--- config.mk ---
export PLATFORM = sky130hd
export DESIGN_NAME = cpu_p
export DESIGN_NICKNAME = d
export VERILOG_FILES = /design/src/rtl/cpu_p_pkg.sv /design/src/rtl/regfile_p.sv /design/src/rtl/cpu_p.sv
export SDC_FILE = /design/constraint.sdc
export NUM_CORES = 1
export LEC_CHECK = 0
export ABC_CLOCK_PERIOD_IN_PS = 4500
export BUFFER_PORTS_ARGS = -buffer_cell sky130_fd_sc_hd__buf_4
export CAP_MARGIN = 40
export CORE_UTILIZATION = 40
export DETAILED_ROUTE_END_ITERATION = 10
export PLACE_DENSITY = 0.66
export SYNTH_ARGS = -nofsm -noshare
export SYNTH_HDL_FRONTEND = slang
export SYNTH_HIERARCHICAL = 1
export SYNTH_SLANG_ARGS = --single-unit
--- constraint.sdc ---
create_clock -name clk -period 4.5 [get_ports clk]
set_clock_uncertainty 0.2 [all_clocks]
set_input_delay 0.225 -clock clk [delete_from_list [all_inputs] [get_ports clk]]
set_output_delay 0.225 -clock clk [all_outputs]
set_load 0.01 [all_outputs]
--- src/rtl/cpu_p_pkg.sv ---
// Shared state, opcode and shift encodings for the cpu_p multi-cycle core.
// Latency: n/a (declarations only).
// Backpressure: n/a; the core itself uses the s/load/w handshake.
package cpu_p_pkg;

    typedef enum logic [2:0] {
        S_WAIT      = 3'd0,
        S_DECODE    = 3'd1,
        S_GET_A     = 3'd2,
        S_GET_B     = 3'd3,
        S_EXEC      = 3'd4,
        S_WRITE     = 3'd5,
        S_WRITE_IMM = 3'd6
    } state_t;

    // Opcode is in[15:13] concatenated with the op field in[12:11].
    localparam logic [4:0] OP_MOV_IMM = 5'b110_10;
    localparam logic [4:0] OP_MOV_REG = 5'b110_00;
    localparam logic [4:0] OP_ADD     = 5'b101_00;
    localparam logic [4:0] OP_CMP     = 5'b101_01;
    localparam logic [4:0] OP_AND     = 5'b101_10;
    localparam logic [4:0] OP_MVN     = 5'b101_11;

    localparam logic [1:0] SH_NONE = 2'b00;
    localparam logic [1:0] SH_LSL  = 2'b01;
    localparam logic [1:0] SH_LSR  = 2'b10;
    localparam logic [1:0] SH_ASR  = 2'b11;

endpackage

--- src/rtl/regfile_p.sv ---
// 8-entry register file: one write port, one combinational read port.
// Latency: write lands on the clock edge, read is combinational (0 cycles).
// Backpressure: none; i_we is a single-cycle strobe.
// Ports: clk, i_reset (sync, active-high), i_we/i_waddr/i_wdata (write),
//        i_raddr -> o_rdata (read).
module regfile_p #(
    parameter int DATA_W     = 16,
    parameter int RESET_REGS = 1
) (
    input  logic              clk,
    input  logic              i_reset,
    input  logic              i_we,
    input  logic [2:0]        i_waddr,
    input  logic [DATA_W-1:0] i_wdata,
    input  logic [2:0]        i_raddr,
    output logic [DATA_W-1:0] o_rdata
);

    logic [DATA_W-1:0] r_regs [8];

    // A reset edge always suppresses a pending write, even when the
    // contents themselves are not cleared.
    always_ff @(posedge clk) begin
        if (i_reset) begin
            if (RESET_REGS != 0) begin
                for (int i = 0; i < 8; i++) begin
                    r_regs[i] <= '0;
                end
            end
        end else if (i_we) begin
            r_regs[i_waddr] <= i_wdata;
        end
    end

    assign o_rdata = r_regs[i_raddr];

endmodule

--- src/rtl/cpu_p.sv ---
// Multi-cycle RISC core: FSM controller, shifter, ALU, N/V/Z flags, 8 registers.
// Latency: MOV-imm 3, MOV-reg/MVN/CMP 5, ADD/AND 6, illegal 2 edges from s to w.
// Backpressure: s and load are honoured only while w=1 (WAIT); no queuing.
// Ports: clk, reset (sync, active-high), s (start), load (IR load), in (16-bit
//        instruction), out (result register C), N/V/Z flags, w (idle), illegal.
module cpu_p
    import cpu_p_pkg::*;
#(
    parameter int DATA_W     = 16,
    parameter int RESET_REGS = 1
) (
    input  logic              clk,
    input  logic              reset,
    input  logic              s,
    input  logic              load,
    input  logic [15:0]       in,
    output logic [DATA_W-1:0] out,
    output logic              N,
    output logic              V,
    output logic              Z,
    output logic              w,
    output logic              illegal
);

    state_t            r_state;
    state_t            w_next;
    logic [15:0]       r_ir;
    logic [DATA_W-1:0] r_a;
    logic [DATA_W-1:0] r_b;
    logic [DATA_W-1:0] r_c;
    logic              r_n;
    logic              r_v;
    logic              r_z;
    logic              r_illegal;

    logic [4:0]        w_op;
    logic [2:0]        w_rn;
    logic [2:0]        w_rd;
    logic [2:0]        w_rm;
    logic [1:0]        w_sh;
    logic [DATA_W-1:0] w_imm_sext;

    logic [DATA_W-1:0] w_sh_b;
    logic [DATA_W-1:0] w_sum;
    logic [DATA_W-1:0] w_diff;
    logic [DATA_W-1:0] w_result;
    logic              w_ovf;
    logic              w_flag_upd;
    logic              w_legal;

    logic [2:0]        w_raddr;
    logic [DATA_W-1:0] w_rdata;
    logic              w_we;
    logic [2:0]        w_waddr;
    logic [DATA_W-1:0] w_wdata;

    assign w_op       = r_ir[15:11];
    assign w_rn       = r_ir[10:8];
    assign w_rd       = r_ir[7:5];
    assign w_sh       = r_ir[4:3];
    assign w_rm       = r_ir[2:0];
    assign w_imm_sext = DATA_W'($signed(r_ir[7:0]));

    assign w_legal = (w_op == OP_MOV_IMM) || (w_op == OP_MOV_REG) ||
                     (w_op == OP_ADD)     || (w_op == OP_CMP)     ||
                     (w_op == OP_AND)     || (w_op == OP_MVN);

    // ---------------- shifter and ALU ----------------
    always_comb begin
        w_sh_b = r_b;
        case (w_sh)
            SH_LSL:  w_sh_b = {r_b[DATA_W-2:0], 1'b0};
            SH_LSR:  w_sh_b = {1'b0, r_b[DATA_W-1:1]};
            SH_ASR:  w_sh_b = {r_b[DATA_W-1], r_b[DATA_W-1:1]};
            default: w_sh_b = r_b;
        endcase
    end

    assign w_sum  = r_a + w_sh_b;
    assign w_diff = r_a - w_sh_b;

    always_comb begin
        w_result   = w_sh_b;
        w_ovf      = 1'b0;
        w_flag_upd = 1'b0;
        case (w_op)
            OP_ADD: begin
                w_result   = w_sum;
                w_ovf      = (r_a[DATA_W-1] == w_sh_b[DATA_W-1]) &&
                             (w_sum[DATA_W-1] != r_a[DATA_W-1]);
                w_flag_upd = 1'b1;
            end
            OP_CMP: begin
                w_result   = w_diff;
                w_ovf      = (r_a[DATA_W-1] != w_sh_b[DATA_W-1]) &&
                             (w_diff[DATA_W-1] != r_a[DATA_W-1]);
                w_flag_upd = 1'b1;
            end
            OP_AND: begin
                w_result   = r_a & w_sh_b;
                w_flag_upd = 1'b1;
            end
            OP_MVN: begin
                w_result   = ~w_sh_b;
                w_flag_upd = 1'b1;
            end
            default: begin
                w_result = w_sh_b;
            end
        endcase
    end

    // ---------------- FSM next state ----------------
    always_comb begin
        w_next = r_state;
        case (r_state)
            S_WAIT: begin
                if (s) w_next = S_DECODE;
            end
            S_DECODE: begin
                case (w_op)
                    OP_MOV_IMM:                 w_next = S_WRITE_IMM;
                    OP_MOV_REG, OP_MVN:         w_next = S_GET_B;
                    OP_ADD, OP_CMP, OP_AND:     w_next = S_GET_A;
                    default:                    w_next = S_WAIT;
                endcase
            end
            S_GET_A:     w_next = S_GET_B;
            S_GET_B:     w_next = S_EXEC;
            S_EXEC:      w_next = (w_op == OP_CMP) ? S_WAIT : S_WRITE;
            S_WRITE:     w_next = S_WAIT;
            S_WRITE_IMM: w_next = S_WAIT;
            default:     w_next = S_WAIT;
        endcase
    end

    // ---------------- register file access ----------------
    // The single read port serves Rn in GET_A and Rm everywhere else.
    always_comb begin
        w_raddr = w_rm;
        w_we    = 1'b0;
        w_waddr = w_rd;
        w_wdata = r_c;
        if (r_state == S_GET_A) w_raddr = w_rn;
        if (r_state == S_WRITE) begin
            w_we = 1'b1;
        end else if (r_state == S_WRITE_IMM) begin
            w_we    = 1'b1;
            w_waddr = w_rn;
            w_wdata = w_imm_sext;
        end
    end

    regfile_p #(
        .DATA_W     (DATA_W),
        .RESET_REGS (RESET_REGS)
    ) u_regfile (
        .clk     (clk),
        .i_reset (reset),
        .i_we    (w_we),
        .i_waddr (w_waddr),
        .i_wdata (w_wdata),
        .i_raddr (w_raddr),
        .o_rdata (w_rdata)
    );

    // ---------------- sequential state ----------------
    always_ff @(posedge clk) begin
        if (reset) begin
            r_state   <= S_WAIT;
            r_ir      <= '0;
            r_a       <= '0;
            r_b       <= '0;
            r_c       <= '0;
            r_n       <= 1'b0;
            r_v       <= 1'b0;
            r_z       <= 1'b0;
            r_illegal <= 1'b0;
        end else begin
            r_state <= w_next;
            // IR is frozen outside WAIT so the running instruction cannot change.
            if (r_state == S_WAIT && load) r_ir <= in;
            if (r_state == S_DECODE) r_illegal <= ~w_legal;
            if (r_state == S_GET_A) r_a <= w_rdata;
            if (r_state == S_GET_B) r_b <= w_rdata;
            if (r_state == S_EXEC) begin
                r_c <= w_result;
                if (w_flag_upd) begin
                    r_n <= w_result[DATA_W-1];
                    r_v <= w_ovf;
                    r_z <= (w_result == '0);
                end
            end
        end
    end

    assign out     = r_c;
    assign N       = r_n;
    assign V       = r_v;
    assign Z       = r_z;
    assign w       = (r_state == S_WAIT);
    assign illegal = r_illegal;

endmodule

Yosys cells after proc, flatten, opt, wreduce, memory -nomap -nowiden --
Memory sizes are Yosys's and may differ from the RTL's. Cells that the tools add are included.
Operators by class: bitwise operators 3, $add $sub $neg 2, equal/unequal tests 20, reduce and logical (&&, ||, !) cells 15, muxes and demuxes 23
Operator list (number):
- 16-bit case mux with 4 select lines | 1
- 16-bit 2-to-1 mux | 3
- 16-bit case mux with 3 select lines | 1
- 5-bit == test (second input constant) | 6
- 3-bit 2-to-1 mux | 6
- 16-bit adder | 1
- 16-bit AND | 1
- 16-bit logical NOT | 1
- 16-bit NOT | 1
- 16-bit OR reduction | 1
- 16-bit subtractor | 1
- 3-bit case mux with 5 select lines | 1
- 3-bit == test (second input constant) | 3
- 1-bit 2-to-1 mux | 9
- 3-bit case mux with 3 select lines | 1
- 3-bit by 2-bit == test with 1-bit output (second input constant) | 2
- 1-bit logical OR | 5
- 2-bit == test (second input constant) | 2
- 4-bit OR reduction | 1
- 3-bit by 1-bit == test with 1-bit output (second input constant) | 1
- 1-bit logical AND | 3
- 3-bit logical NOT | 1
- 1-bit inequality test | 3
- 3-bit OR reduction | 1
- other kinds (7) | 7
Storage, ports and cells: memory bits (writable) 128, register bits after elaboration 71, input port bits 20, output and inout bits 21, memories 1, logic and storage cells 73
Memory list:
- u_regfile.r_regs | words 8, width 16, rd ports 1, clocked after Yosys merged registers in 0, wr ports 8, line regfile_p.sv:19 | logic [DATA_W-1:0] r_regs [8];

Depth between registers and ports, before layout --
word-level depth 8, depth in mapped cells 16, depth with buffers taken out 14

Modules after synthesis --
The synthesis kept the hierarchy.
By module, submodules not included:
- regfile_p | cells an instance 373, area each 5845.6 sq um, sequential area each 3843.7 sq um, instances 1
- cpu_p | cells an instance 774, area each 5601.6 sq um, sequential area each 1421.4 sq um, instances 1

Worst setup path after synthesis --
OpenSTA, ideal clock, no wires.
path type register to register, from register r_state[1], to memory u_regfile.r_regs[1][0], enable pin, path buffers 5, path slack 748 ps, period minus slack after synthesis 3752 ps, library setup time 392 ps, arrival time 3160 ps, data required time 3908 ps, stages on the path, launching flop included 12, cells stage by stage dfxtp_1 clkbuf_1 inv_1 nor2_1 nand2_1 clkbuf_1 mux2_2 or3b_1 clkbuf_1 buf_2 buf_6 o21bai_1
RTL lines:
- start: declaration | line cpu_p.sv:25 | state_t r_state;
- start signal: assignment | line cpu_p.sv:180 | r_state <= w_next;
- end: declaration | line regfile_p.sv:19

Final worst setup path --
from register r_ir[3], to register r_z (netlist: Z)
Between the ends: longest elaborated chain between the ends 5, elaborated cells between the ends (all ways) 10, those cells by class add/sub: 2; eq/ne: 3; mux: 2; bitwise: 2; reduce/logical: 1
Ends and longest elaborated chain:
- start: declaration | line cpu_p.sv:27 | logic [15:0] r_ir;
- start signal: assignment | line cpu_p.sv:182 | if (r_state == S_WAIT && load) r_ir <= in;
- 2-bit == test / 2-bit by 1-bit == test with 1-bit output (equally long branches) | line cpu_p.sv:71 | case (w_sh)
- 16-bit case mux with 3 select lines (*) | line cpu_p.sv:71
- 16-bit subtractor, or another cell as far along | line cpu_p.sv:80 | assign w_diff = r_a - w_sh_b;
- 16-bit case mux with 4 select lines (*) | line cpu_p.sv:86 | case (w_op)
- 16-bit logical NOT (*) | line cpu_p.sv:191 | r_z <= (w_result == '0);
- end signal: assignment | line cpu_p.sv:191
- end: declaration | line cpu_p.sv:33 | logic r_z;
Every way passes the cells marked *; elsewhere a longest branch is shown, timed or not. A chain may end at the register's enable or synchronous reset.

==> results.yml <==
yosys:
  postSynth.asyncResetShare_pct: 0
  synth_seq_area_share_pct: 46.0
  avgSynthCellArea_sq_um: 9.98
  syn_inst: 1147
  synthMostInstantiatedCell: "nand2_1"
  synth_common_cells: "nand2_1 (178), nor3_1 (143), edfxtp_1 (128)"
  syn-num-nets: 1206
  synth_area_sq_mm: 0.0114
  yosysTopAreaCell: "edfxtp_1"
  yosys_warnings: 6
  synth_ff_type: "edfxtp_1"
  synthDistinctLibCells: 75
  ys_top_cells_by_area: "edfxtp_1 (34%), dfxtp_1 (12%), mux4_1 (6.4%)"
  synth_edf_count: 128
  ys_ff_latch: 199
  synth_top_cell_area_share_pct: 33.6
sta:
  final.period_utilization_pct: 91.4
  slew_viol_final: 0
  max-slew-margin-rel_pct: 43.4
  finalCriticalPeriod_ps: 4110
  setup_slack_ps: 386
  fmax_mhz: 243
  finalHoldViolCount: 0
  tns_ps: 0
  setup_viol_count_final: 0
  rsz0062_at_grt: "no"
  tightest_slew_ps: 847
grt:
  grt_pass1_wl_mm: 50.6
  grt_antenna_before_repair: 0
  grt_overflow: 0
  grt_pass1_vias: 8850
  track_usage_pct: 22.8
  grt_max_degree: 47
placement:
  dp_slack_ps: 435
  gp_congestion: 0.897
  dp_hpwl_mm: 22.5
  placement.io_buffers: 40
  dp_cells: 1527
floorplanning:
  die_h_um: 171
  die-area_sq_mm: 0.0293
  row_count: 61
  die_w_um: 171
  start_util_pct: 41.0
  core-area_sq_mm: 0.0279
  ios: 41
setup_path:
  reg2reg_depth: 13
  path_depth: 13
  crit_start: "r_ir[3]"
  cp-start-kind: "register"
  crit_family: "compound AO/OA/AOI/OAI gates"
  crit_type: "reg -> reg"
  cp_slowest_cell: "a2111oi_1"
  r2r-start: "r_ir[3]"
  arrival_ps: 4250
  cp.required_ps: 4630
  crit_path_end_kind: "register"
  cpPeakStageDelay_ps: 820
  cp_num_buf_inv: 1
  path_cells: "mux2_2 > mux2i_1 > inv_1 > ha_1 > nor2b_1 > o221ai_1 > a2111oi_1 > o31ai_1 > o21a_1 > a211oi_1 > nor4_1 > nand4_1 > nand2_1"
  path_max_fanout: 7
finish:
  areaGrowthSynthToFinish_pct: 13.6
  instances_no_fill: 1575
  drive_gt1_share_pct: 15.0
  fin_nets: 1243
  antenna_cells: 0
  fillCellCount: 2622
pwr:
  power.internal_uw: 2980
  combPwrFrac_pct: 8.5
  p_per_area_mw_per_mm2: 299
  seqPwrFrac_pct: 51.7
  p_leak_uw: 0.00462
  p_clk_share_pct: 39.8
  finalPower_uw: 3890
  peakVddDrop_v: 0.000304
  p_sw_share_pct: 23.3
  p_sw_uw: 906
routing:
  vias: 9126
  post-route-drc-count: 0
  wl_mm: 32.2
  routed_via_density: 5.79
  wl_per_cell_um: 20.4
  drt_pass1_iterations: 7
  antenna_left: 0
  drt-initial-drc-count: 759
cts:
  ctsHoldBuffers: 16
  cts_tree: "built"
  insertion_delay_ps: 440
  post_cts_buffers: 0
  cts_made_buffers: 17
  clk_pin_slew_worst_paths_ps: 70
  clock-sinks: 199
  ctsRootBufferMaster: "clkbuf_16"
  htree_levels: 4
  cts_buffer_depth: 2
  post_cts_resized: 0
run:
  cap_violations: 0
worst_hold_path:
  hold_start: "reset"
  min_path_type: "in -> reg"
  worstHoldPathCells: 2
outcome:
  status: "complete, no violations"
## registers in the layout (all words and copies together), names as in the netlist
register,count
r_b,16
r_state,3
V,1
u_regfile/r_regs,128
r_ir,16
illegal,1
r_a,16
out,16
N,1
Z,1
## per-stage QoR
step	hold slack [ps]	area (sq um)	util, %
final	34.0	13000	46.5
after global routing	38.0	13000	46.5
after CTS	13.8	13000	46.5
after detailed placement	260	12200	43.8
after global placement	256	12200	43.6
after floorplan	161	11400	-
## cell families (layout without fill, tap and decap cells)
logic type | after synthesis | count (layout) | share of synthesized area (%)
AOI/OAI and AO/OA | 217 | 217 | 12.2
muxes | 88 | 88 | 12.7
buffers and inverters | 130 | 180 | 4.96
adders and majority gates | 39 | 39 | 4.39
xor gates and xnor gates | 8 | 8 | 0.612
DFF | 199 | 199 | 46.0
and+or+nand+nor | 466 | 466 | 19.1
## routing by layer
metal  track usage, %  share of wire (%)  vias to the layer above
met3             2.51                5.3                       47
met5                0                  0                        -
met1             31.1                 44                     4457
met2             38.2                 48                      311
met4             6.48                1.9                        0
li1                 -                  -                     4311
## cell usage in the layout (no fill, tap or decap), types with 23 or more instances in the layout
cell type	n
nor2_1	53
buf_4	79
dfxtp_1	71
ha_1	37
nand2_1	178
inv_1	32
mux4_1	28
mux2i_1	23
o21ai_0	34
edfxtp_1	128
mux2_2	31
nor3_1	143
a21oi_1	89
## worst paths after layout
kind | end | slack [ps]
min reg2reg | r_ir[6] | 270
max | Z | 390
min | out[7] | 30
max reg2reg | Z | 390
## cell type report
type | count | area (sq um) | share of cell area, %
clock buffer | 19 | 475 | 3.66
clock inverter | 13 | 129 | 0.991
inverter | 48 | 180 | 1.39
multi-input combinational | 818 | 5640 | 43.4
sequential | 199 | 5270 | 40.5
tap | 378 | 473 | 3.64
timing repair buffer | 100 | 833 | 6.41
## power groups by stage
| stage | clock, uW | combinational (uW) | sequential [uW] |
|---|---|---|---|
| 2_1_floorplan | 0 | 212 | 2040 |
| 5_1_grt | 1640 | 355 | 2020 |
| 3_3_place_gp | 0 | 310 | 2050 |
| 4_1_cts | 1570 | 331 | 2010 |
| 6_report | 1550 | 332 | 2010 |
| 3_5_place_dp | 0 | 318 | 2050 |
(Power assumes the default switching activity.)
